$ cat config.mk
export PLATFORM = sky130hd
export DESIGN_NAME = pipeline_stall_controller_flat
export DESIGN_NICKNAME = d
export VERILOG_FILES = /design/src/rtl/pipeline_stall_controller_pkg.sv /design/src/rtl/pipeline_stall_controller_if.sv /design/src/rtl/pipeline_stall_controller_lowest_set_bit_encoder.sv /design/src/rtl/pipeline_stall_controller.sv /design/src/flat_wrapper.sv
export SDC_FILE = /design/constraint.sdc
export NUM_CORES = 1
export LEC_CHECK = 0
export ABC_AREA = 1
export ABC_CLOCK_PERIOD_IN_PS = 1700
export CAP_MARGIN = 25
export CORE_MARGIN = 2
export CORE_UTILIZATION = 35
export DETAILED_ROUTE_END_ITERATION = 7
export HOLD_SLACK_MARGIN = 0.06
export PLACE_DENSITY = 0.73
export SYNTH_ARGS = -nofsm -noshare
export SYNTH_HDL_FRONTEND = slang
export SYNTH_SLANG_ARGS = --single-unit
export TNS_END_PERCENT = 50
$ cat constraint.sdc
create_clock -name clk -period 1.7 [get_ports clk]
set_input_delay 0.34 -clock clk [delete_from_list [all_inputs] [get_ports clk]]
set_output_delay 0.34 -clock clk [all_outputs]
set_load 0.05 [all_outputs]
$ cat src/rtl/pipeline_stall_controller_pkg.sv
// -----------------------------------------------------------------------------
// pipeline_stall_controller_pkg
// Shared definitions for the IITB-RISC pipeline control slice: controller FSM
// state encoding, architectural register count and the bubble instruction.
// No ports (package).
// -----------------------------------------------------------------------------
package pipeline_stall_controller_pkg;

    typedef enum logic [1:0] {
        RUN      = 2'd0,
        LU_STALL = 2'd1,
        MC_SEQ   = 2'd2
    } state_t;

    localparam int NUM_REGS  = 8;
    localparam int REG_IDX_W = $clog2(NUM_REGS);

    // Width of the load-use bubble counter; holds LOAD_USE_BUBBLES-1 (max 2).
    localparam int BUB_CNT_W = 2;

    // Instruction word the RR/EX register loads when rr_ex_bubble is asserted.
    localparam logic [15:0] NOP_INSTR = 16'hB000;

endpackage : pipeline_stall_controller_pkg

$ cat src/rtl/pipeline_stall_controller_if.sv
// -----------------------------------------------------------------------------
// pipeline_stall_controller_if
// Bundles the hazard/redirect/LM-SM requests into the stall controller and the
// pipeline-register enables, bubble and flush controls coming back out.
//   master : request producer / control consumer (pipeline datapath side)
//   slave  : the stall controller
// Signals:
//   should_stall, flush_ex, mc_start, mc_mask[MASK_W]   requests
//   pc_en, if_id_en, id_rr_en, rr_ex_en                 register enables
//   rr_ex_bubble, flush_if_id, flush_id_rr              bubble / flush
//   mc_active, mc_reg[3]                                LM/SM sequencing
// -----------------------------------------------------------------------------
interface pipeline_stall_controller_if #(
    parameter int MASK_W = 8
);
    logic              should_stall;
    logic              flush_ex;
    logic              mc_start;
    logic [MASK_W-1:0] mc_mask;

    logic              pc_en;
    logic              if_id_en;
    logic              id_rr_en;
    logic              rr_ex_en;
    logic              rr_ex_bubble;
    logic              flush_if_id;
    logic              flush_id_rr;
    logic              mc_active;
    logic [2:0]        mc_reg;

    modport master (
        output should_stall, flush_ex, mc_start, mc_mask,
        input  pc_en, if_id_en, id_rr_en, rr_ex_en,
        input  rr_ex_bubble, flush_if_id, flush_id_rr,
        input  mc_active, mc_reg
    );

    modport slave (
        input  should_stall, flush_ex, mc_start, mc_mask,
        output pc_en, if_id_en, id_rr_en, rr_ex_en,
        output rr_ex_bubble, flush_if_id, flush_id_rr,
        output mc_active, mc_reg
    );

endinterface : pipeline_stall_controller_if

$ cat src/rtl/pipeline_stall_controller_lowest_set_bit_encoder.sv
// -----------------------------------------------------------------------------
// lowest_set_bit_encoder
// Purely combinational priority encoder: index of the least-significant set
// bit of mask. Used for picking the next LM/SM micro-op register.
// Ports:
//   mask  in  MASK_W  bit vector to encode
//   idx   out IDX_W   index of lowest set bit (0 when mask is zero)
//   valid out 1       mask has at least one bit set
// -----------------------------------------------------------------------------
module lowest_set_bit_encoder
    import pipeline_stall_controller_pkg::*;
#(
    parameter int MASK_W = 8,
    parameter int IDX_W  = REG_IDX_W
) (
    input  logic [MASK_W-1:0] mask,
    output logic [IDX_W-1:0]  idx,
    output logic              valid
);

    // NOTE: combinational blocks use blocking '=' and assign every output a
    // default first, so no path leaves a variable unassigned (no latch).
    always_comb begin
        idx   = '0;
        valid = |mask;
        // Scan from the top down so the lowest set bit is the last write.
        for (int i = MASK_W - 1; i >= 0; i--) begin
            if (mask[i]) begin
                idx = IDX_W'(i);
            end
        end
    end

endmodule : lowest_set_bit_encoder

$ cat src/rtl/pipeline_stall_controller.sv
// -----------------------------------------------------------------------------
// pipeline_stall_controller
// Central stall/flush control for the 6-stage IITB-RISC pipeline. Merges the
// EX redirect (flush_ex), LM/SM multi-cycle issue (mc_start/mc_mask) and the
// hazard unit's load-use request (should_stall), in that priority, into the
// upstream register enables, RR/EX bubble and IF/ID, ID/RR flushes. All
// outputs are combinational from state, current inputs and rst_n.
// Ports:
//   clk, rst_n   clock, asynchronous active-low reset
//   bus          pipeline_stall_controller_if.slave (requests in, controls out)
//   stall_cycles[32], flush_count[16]  saturating counters, only when
//                                      STALL_PERF_CNT_EN is defined
// Parameters:
//   LOAD_USE_BUBBLES  bubbles per load-use hazard (1..3)
//   MASK_W            LM/SM register mask width
// Optional build macro: STALL_PERF_CNT_EN
// -----------------------------------------------------------------------------
module pipeline_stall_controller
    import pipeline_stall_controller_pkg::*;
#(
    parameter int LOAD_USE_BUBBLES = 1,
    parameter int MASK_W           = 8
) (
    input  logic                         clk,
    input  logic                         rst_n,
    pipeline_stall_controller_if.slave   bus
`ifdef STALL_PERF_CNT_EN
    ,
    output logic [31:0]                  stall_cycles,
    output logic [15:0]                  flush_count
`endif
);

    state_t                state, state_nxt;
    logic [BUB_CNT_W-1:0]  bub_cnt, bub_cnt_nxt;
    logic [MASK_W-1:0]     mask_q, mask_nxt;

    logic [MASK_W-1:0]     enc_in;
    logic [MASK_W-1:0]     enc_rest;
    logic [REG_IDX_W-1:0]  lsb_idx;
    logic                  lsb_valid;

    logic                  hold_up;
    logic                  bubble;
    logic                  flush;
    logic                  mc_busy;
    logic [2:0]            mc_idx;
    logic                  pc_en_int;

    // One encoder serves both the first micro-op (fresh mask from RR) and the
    // following ones (stored remainder).
    assign enc_in   = (state == MC_SEQ) ? mask_q : bus.mc_mask;
    // Mask with its lowest set bit removed; zero means this is the last op.
    assign enc_rest = enc_in & (enc_in - MASK_W'(1));

    lowest_set_bit_encoder #(
        .MASK_W (MASK_W),
        .IDX_W  (REG_IDX_W)
    ) u_lsb_enc (
        .mask  (enc_in),
        .idx   (lsb_idx),
        .valid (lsb_valid)
    );

    // NOTE: sequential state uses non-blocking '<=' so every register samples
    // pre-edge values regardless of statement order.
    always_ff @(posedge clk or negedge rst_n) begin
        if (!rst_n) begin
            state   <= RUN;
            bub_cnt <= '0;
            mask_q  <= '0;
        end else begin
            state   <= state_nxt;
            bub_cnt <= bub_cnt_nxt;
            mask_q  <= mask_nxt;
        end
    end

    always_comb begin
        state_nxt   = state;
        bub_cnt_nxt = bub_cnt;
        mask_nxt    = mask_q;
        hold_up     = 1'b0;
        bubble      = 1'b0;
        flush       = 1'b0;
        mc_busy     = 1'b0;
        mc_idx      = 3'd0;

        if (bus.flush_ex) begin
            // Redirect wins over everything and aborts any pending sequence.
            flush       = 1'b1;
            bubble      = 1'b1;
            state_nxt   = RUN;
            bub_cnt_nxt = '0;
            mask_nxt    = '0;
        end else begin
            unique case (state)
                RUN: begin
                    if (bus.mc_start) begin
                        mc_idx   = lsb_valid ? 3'(lsb_idx) : 3'd0;
                        mask_nxt = enc_rest;
                        if (enc_rest != '0) begin
                            hold_up   = 1'b1;
                            mc_busy   = 1'b1;
                            state_nxt = MC_SEQ;
                        end
                    end else if (bus.should_stall) begin
                        hold_up = 1'b1;
                        bubble  = 1'b1;
                        if (LOAD_USE_BUBBLES > 1) begin
                            bub_cnt_nxt = BUB_CNT_W'(LOAD_USE_BUBBLES - 1);
                            state_nxt   = LU_STALL;
                        end
                    end
                end

                LU_STALL: begin
                    // The load is still draining; new requests from RR wait.
                    hold_up = 1'b1;
                    bubble  = 1'b1;
                    if (bub_cnt <= BUB_CNT_W'(1)) begin
                        bub_cnt_nxt = '0;
                        state_nxt   = RUN;
                    end else begin
                        bub_cnt_nxt = bub_cnt - BUB_CNT_W'(1);
                    end
                end

                MC_SEQ: begin
                    mc_idx   = 3'(lsb_idx);
                    mask_nxt = enc_rest;
                    if (enc_rest == '0) begin
                        state_nxt = RUN;
                    end else begin
                        hold_up = 1'b1;
                        mc_busy = 1'b1;
                    end
                end

                default: begin
                    state_nxt   = RUN;
                    bub_cnt_nxt = '0;
                    mask_nxt    = '0;
                end
            endcase
        end
    end

    assign pc_en_int = rst_n & ~hold_up;

    assign bus.pc_en        = pc_en_int;
    assign bus.if_id_en     = rst_n & ~hold_up;
    assign bus.id_rr_en     = rst_n & ~hold_up;
    assign bus.rr_ex_en     = rst_n;
    assign bus.rr_ex_bubble = ~rst_n | bubble;
    assign bus.flush_if_id  = ~rst_n | flush;
    assign bus.flush_id_rr  = ~rst_n | flush;
    assign bus.mc_active    = rst_n & mc_busy;
    assign bus.mc_reg       = rst_n ? mc_idx : 3'd0;

`ifdef STALL_PERF_CNT_EN
    always_ff @(posedge clk or negedge rst_n) begin
        if (!rst_n) begin
            stall_cycles <= '0;
            flush_count  <= '0;
        end else begin
            if (!pc_en_int && (stall_cycles != '1)) begin
                stall_cycles <= stall_cycles + 32'd1;
            end
            if (bus.flush_ex && (flush_count != '1)) begin
                flush_count <= flush_count + 16'd1;
            end
        end
    end
`endif

endmodule : pipeline_stall_controller
$ cat src/flat_wrapper.sv
// flat-port wrapper written by rule: the top's interface ports become plain ports
module pipeline_stall_controller_flat import pipeline_stall_controller_pkg::*;
#(
    parameter int LOAD_USE_BUBBLES = 1,
    parameter int MASK_W           = 8
)
  (clk, rst_n, bus_should_stall, bus_flush_ex, bus_mc_start, bus_mc_mask, bus_pc_en, bus_if_id_en, bus_id_rr_en, bus_rr_ex_en, bus_rr_ex_bubble, bus_flush_if_id, bus_flush_id_rr, bus_mc_active, bus_mc_reg);
  pipeline_stall_controller_if #(.MASK_W(MASK_W)) bus_i ();
  input  logic clk;
  input  logic rst_n;
  input wire logic [$bits(bus_i.should_stall)-1:0] bus_should_stall;
  input wire logic [$bits(bus_i.flush_ex)-1:0] bus_flush_ex;
  input wire logic [$bits(bus_i.mc_start)-1:0] bus_mc_start;
  input wire logic [$bits(bus_i.mc_mask)-1:0] bus_mc_mask;
  output wire logic [$bits(bus_i.pc_en)-1:0] bus_pc_en;
  output wire logic [$bits(bus_i.if_id_en)-1:0] bus_if_id_en;
  output wire logic [$bits(bus_i.id_rr_en)-1:0] bus_id_rr_en;
  output wire logic [$bits(bus_i.rr_ex_en)-1:0] bus_rr_ex_en;
  output wire logic [$bits(bus_i.rr_ex_bubble)-1:0] bus_rr_ex_bubble;
  output wire logic [$bits(bus_i.flush_if_id)-1:0] bus_flush_if_id;
  output wire logic [$bits(bus_i.flush_id_rr)-1:0] bus_flush_id_rr;
  output wire logic [$bits(bus_i.mc_active)-1:0] bus_mc_active;
  output wire logic [$bits(bus_i.mc_reg)-1:0] bus_mc_reg;
  assign bus_i.should_stall = bus_should_stall;
  assign bus_i.flush_ex = bus_flush_ex;
  assign bus_i.mc_start = bus_mc_start;
  assign bus_i.mc_mask = bus_mc_mask;
  assign bus_pc_en = bus_i.pc_en;
  assign bus_if_id_en = bus_i.if_id_en;
  assign bus_id_rr_en = bus_i.id_rr_en;
  assign bus_rr_ex_en = bus_i.rr_ex_en;
  assign bus_rr_ex_bubble = bus_i.rr_ex_bubble;
  assign bus_flush_if_id = bus_i.flush_if_id;
  assign bus_flush_id_rr = bus_i.flush_id_rr;
  assign bus_mc_active = bus_i.mc_active;
  assign bus_mc_reg = bus_i.mc_reg;
  pipeline_stall_controller #(.LOAD_USE_BUBBLES(LOAD_USE_BUBBLES), .MASK_W(MASK_W)) u_core (.clk(clk), .rst_n(rst_n), .bus(bus_i));
endmodule
; Yosys cells after proc, flatten, opt, wreduce, memory -nomap -nowiden
; Cells that the tools add are included.
[classes]
n_lt_le_gt_ge = 1
bitwise = 7
mux = 39
reduce_logical = 7
addsub = 2
n_eq_ne = 8
[op_table]
columns = op, n
row1 = $mux 3, 12
row2 = $mux 8, 3
row3 = $pmux 8 s3, 1
row4 = $mux 2, 7
row5 = $mux 1, 10
row6 = $and 8x8->8, 1
row7 = $logic_not 8->1, 1
row8 = $reduce_bool 8->1, 1
row9 = $reduce_or 8->1, 1
row10 = $sub 8x1->8 const B, 1
row11 = $ne 3x2->1 const B, 2
row12 = $ne 3x3->1 const B, 2
row13 = $pmux 2 s3, 1
row14 = $pmux 3 s2, 1
row15 = $pmux 1 s2, 2
row16 = $pmux 2 s2, 1
row17 = $reduce_and 4->1, 1
row18 = $pmux 1 s3, 1
row19 = $and 1x1->1, 2
row20 = $eq 2x1->1 const B, 1
row21 = $eq 2x2->1 const B, 1
row22 = $le 2x1->1 const B, 1
row23 = $logic_not 2->1, 1
row24 = $ne 2x1->1 const B, 1
row25 = other kinds (6), 8
[totals]
reg_bits = 12
wordCells = 67

; Depth between registers and ports, before layout
[logic_depth]
ltp_word = 15
mapped_depth = 12
depth_no_buf = 11

; Hierarchy
; From an unflattened synthesis, not the netlist that was laid out.
[unflattened]
cells_unflattened = 138
area_unflattened_um2 = 810.8
[modules_own_cells]
columns = module, area_each_um2, cells_per_inst, seq_area_each_um2, n_inst
row1 = pipeline_stall_controller, 711.9, 116, 200.2, 1
row2 = lowest_set_bit_encoder, 98.8, 22, 0.0, 1

; Worst setup path after synthesis
; Ideal clock, no wire load.
[synth_timing]
kind = flip-flop to output port
start = register u_core.state[1]
end = output port bus_mc_reg[2]
path_stages_with_launch = 7
slack_ps = -1100
arrival_time_ps = 2460
path_cell_list = dfrtp_1 buf_4 nor2_1 nor2_1 inv_1 buf_2 nor4_1
[synth_between]
elab_chain_cells = 15
word_cells_on_any_way = 17
cone_classes = eq/ne: 1 / mux: 14 / reduce/logical: 2
[synth_lines]
columns = item, line
row1 = "start, declared", pipeline_stall_controller.sv:34  ; state_t state, state_nxt;
row2 = "start signal, assigned", pipeline_stall_controller.sv:73  ; state <= state_nxt;
row3 = $eq 2x2->1, "pipeline_stall_controller.sv:52, pipeline_stall_controller.sv:97"
row4 = $mux 8, pipeline_stall_controller.sv:52  ; assign enc_in = (state == MC_SEQ) ? mask_q : bus.mc_mask;
row5 = $mux 3 (8 in a row), pipeline_stall_controller_lowest_set_bit_encoder.sv:28  ; if (mask[i]) begin
row6 = $mux 3, pipeline_stall_controller.sv:100  ; mc_idx = lsb_valid ? 3'(lsb_idx) : 3'd0;
row7 = $mux 3, pipeline_stall_controller.sv:99  ; if (bus.mc_start) begin
row8 = $pmux 3 s2 *, pipeline_stall_controller.sv:97  ; unique case (state)
row9 = $mux 3 *, pipeline_stall_controller.sv:89  ; if (bus.flush_ex) begin
row10 = $mux 3 *, pipeline_stall_controller.sv:159  ; assign bus.mc_reg = rst_n ? mc_idx : 3'd0;
row11 = "end, declared", flat_wrapper.sv:23  ; output wire logic [$bits(bus_i.mc_reg)-1:0] bus_mc_reg;
; Mark *: on every way between the ends. The rest lies on a longest branch, timed or not.

; Worst setup path in the final report
[layout_timing]
start = register u_core.state[1]
end = output port bus_if_id_en
[layout_between]
elab_chain_cells = 11
word_cells_on_any_way = 15
cone_classes = add/sub: 1 / eq/ne: 2 / mux: 6 / bitwise: 3 / reduce/logical: 3
[layout_lines]
columns = item, line
row1 = $eq 2x2->1, "pipeline_stall_controller.sv:52, pipeline_stall_controller.sv:97"
row2 = $mux 8, pipeline_stall_controller.sv:52
row3 = $sub 8x1->8, pipeline_stall_controller.sv:54  ; assign enc_rest = enc_in & (enc_in - MASK_W'(1));
row4 = $and 8x8->8, pipeline_stall_controller.sv:54
row5 = $reduce_bool 8->1, pipeline_stall_controller.sv:102  ; if (enc_rest != '0) begin
row6 = $mux 1, pipeline_stall_controller.sv:102
row7 = $mux 1, pipeline_stall_controller.sv:99
row8 = $pmux 1 s3 *, pipeline_stall_controller.sv:97
row9 = $mux 1 *, pipeline_stall_controller.sv:89
row10 = $not 1->1 *, pipeline_stall_controller.sv:152  ; assign bus.if_id_en = rst_n & ~hold_up;
row11 = $and 1x1->1 *, pipeline_stall_controller.sv:152
row12 = "end, declared", flat_wrapper.sv:16  ; output wire logic [$bits(bus_i.if_id_en)-1:0] bus_if_id_en;
; Marked as above.

==> results_dict.tcl <==
set metrics [dict create \
    reg2regPathDepth 10 \
    syn_nets 127 \
    post-route-period-util 1.46 \
    max_clock_freq_mhz 404 \
    seq_area_frac_synth 0.286 \
    dieArea_um2 2380 \
    clkLatencyLatePin_ns 0.27 \
    via_per_inst 5.19 \
    first_global_vias 1079 \
    synthMostInstantiatedCell "nand2_1" \
    r2r-start "u_core.state[1]$_DFFE_PN0P_" \
    cts.sinks 8 \
    crit_path_max_fanout 8 \
    worst_r2r_endpoint "u_core.state[1]$_DFFE_PN0P_" \
    nFillCells 105 \
    fin_crit_ns 2.48 \
    routedWlPerCell_um 16.7 \
    start_kind "flip-flop" \
    drtPass1Iterations 4 \
    path_class "reg -> out" \
    vias 1080 \
    synth_area_leaders "dfrtp_1, nand2_1, inv_1, buf_4, nand3_1" \
    post-place-ws_ns -0.663 \
    worstPathRequired_ns 1.36 \
    chipWidth_um 48.7 \
    cts.reportedPaths.clkPinSlew_ns 0.06 \
    layout.nets 196 \
    critical_path.endpoint_type "output port" \
    instances_no_fill 208 \
    grt_pass1_wl_mm 4.59 \
    violations "negative setup slack" \
    wl_mm 3.48 \
    synth_area_um2 701 \
    ys_seq_elements 8 \
    skew_ns 0.0136 \
    drt_iter0_drc 40 \
    final-hold-violation-count 0 \
    max_slew_margin 0.798 \
    ant_nets 0 \
    hold_slack_ns 0.0748 \
    postSynthCellCount 114 \
    drc_errors 0 \
    hp-class "in -> async" \
    peakVddDrop_uv 503 \
    cellLeakagePower_nw 0.798 \
    status "finished, violations left" \
    cts_tree "built" \
    synth_top_cell_area_share 0.286 \
    placed_cell_area_um2 1320 \
    yosysWarningCount 0 \
    synth.avg_cell_area_um2 6.15 \
    power_density_nw_per_um2 619 \
    overflow 0 \
    area_growth_pct 137 \
    placedCellCount 192 \
    ctsLongestPathBuffers 2 \
    postLayoutCellArea_um2 1660 \
    clock-root-buffer "clkbuf_4" \
    synthArstFlopShare 1.00 \
    die_y_um 48.7 \
    finalSetupViolCount 9 \
    layout-drive-gt1-share 0.652 \
    rrSetupSlack_ns -0.03 \
    synth_edf_count 0 \
    ios 24 \
    ctsHoldBuffers 0 \
    synth_cell_types 21 \
    rsz0062_at_grt "yes" \
    final_core_util 0.864 \
    synth_flop_cell "dfrtp_1" \
    cts_buffers 3 \
    core_area_um2 1920 \
    grtUsageTotal 0.244 \
    yosysTopAreaCell "dfrtp_1" \
    cp-startpoint "u_core.state[1]$_DFFE_PN0P_" \
    setup_ws_ns -0.778 \
    initial_core_util 0.365 \
    n_antenna_cell 0 \
    maxSlewViolCount 0 \
    synth_common_cells "nand2_1, inv_1, dfrtp_1" \
    tightestPinTransition_ns 0.300 \
    place_congestion 0.858 \
    num_rows 16 \
    grt_max_degree 11 \
    portBuffers 23 \
    cap_viol_max_count 0 \
    dpl.hpwl_mm 1.94 \
    htreeDepth 1 \
    antenna_found_initial 0 \
    cp.arrival_ns 2.14 \
]
## layout make-up
cell class | instances | area (um^2) | area share
flip-flops and latches | 8 | 201 | 0.121
multi-input cells | 83 | 623 | 0.375
well taps | 27 | 33.8 | 0.0203
repair buffers | 69 | 702 | 0.423
repair inverters | 1 | 6.26 | 0.00377
clock buffers | 3 | 22.5 | 0.0136
inverters | 17 | 71.3 | 0.0430
## through the flow
stage	total power, mW	TNS [ns]
floorplan	0.450	-2.22
global placement	0.668	-3.33
detailed placement	0.684	-3.95
CTS	0.871	-4.02
global route	1.07	-5.68
finish	1.03	-5.14
## worst max-delay path: stages, from the launching register on
cell and delay [ns]:
dfrtp_2 0.51, inv_4 0.10, nand2_2 0.09, nand2_4 0.08
nor2_4 0.17, nand2_2 0.08, nand2_2 0.09, nand3b_1 0.10
nor2_2 0.17, nor2_2 0.08, nor2_4 0.22, buf_12 0.17
## how the worst max path moves through the flow
stage	endpoint	slack, ns	cells past startpoint
5_1_grt	bus_if_id_en	-0.86	11
4_1_cts	bus_if_id_en	-0.68	11
2_1_floorplan	bus_if_id_en	-0.43	11
6_report	bus_if_id_en	-0.78	11
3_5_place_dp	bus_if_id_en	-0.66	11
3_3_place_gp	bus_id_rr_en	-0.56	11
## kinds of logic (layout without fill, tap and decap cells)
family,Yosys count,after routing,share of synthesized area
and+or+nand+nor,68,68,0.443
buffers and inverters,23,90,0.152
DFF,8,8,0.286
AOI/OAI and AO/OA,15,15,0.120
## metal layers
metal	routed length [um]	track usage	part of all wire
met1	1280	0.255	0.37
met5	0	0	0
met4	162	0.114	0.047
met2	1840	0.466	0.53
met3	198	0.0432	0.057
## power breakdown
part	total [mW]	switching [mW]	internal (mW)
Sequential	0.223	0.0168	0.206
Combinational	0.654	0.348	0.306
Clock	0.151	0.0695	0.0811
## sequential cells by signal, indices dropped and copies added (netlist names)
signal / count
u_core.mask_q: 7
u_core.state: 1
## placed cells by master (no fill, tap or decap)
cell	netlist	layout
o22ai_1	5	5
nor2_1	7	2
nor3_4	0	1
o21ai_1	2	1
clkbuf_4	0	3
buf_12	0	11
nand3_2	0	4
buf_6	0	3
nand3b_1	1	1
o21ai_2	0	2
inv_4	0	2
inv_1	15	12
nand2_2	4	20
dfrtp_2	0	1
o21ai_4	0	1
a21oi_1	2	1
a211oi_4	0	1
nand2_1	39	14
inv_2	2	3
o21ai_0	5	3
buf_4	5	43
dfrtp_1	8	7
nor4_4	0	1
a21oi_4	0	1
clkdlybuf4s50_1	0	10
nand3_1	7	3
nor2_2	4	5
nor2_4	1	5
clkinv_4	0	1
nand4_1	1	1
dlymetal6s2s_1	0	2
nand2_4	1	10
nor3_1	2	1
## repair_timing
action                     in CTS  in global routing
resized for setup              18                 50
gates cloned                    0                  1
setup buffers                   3                  9
setup endpoints to repair      10                 11
pin swaps                       6                 15
(Power assumes the default switching activity.)
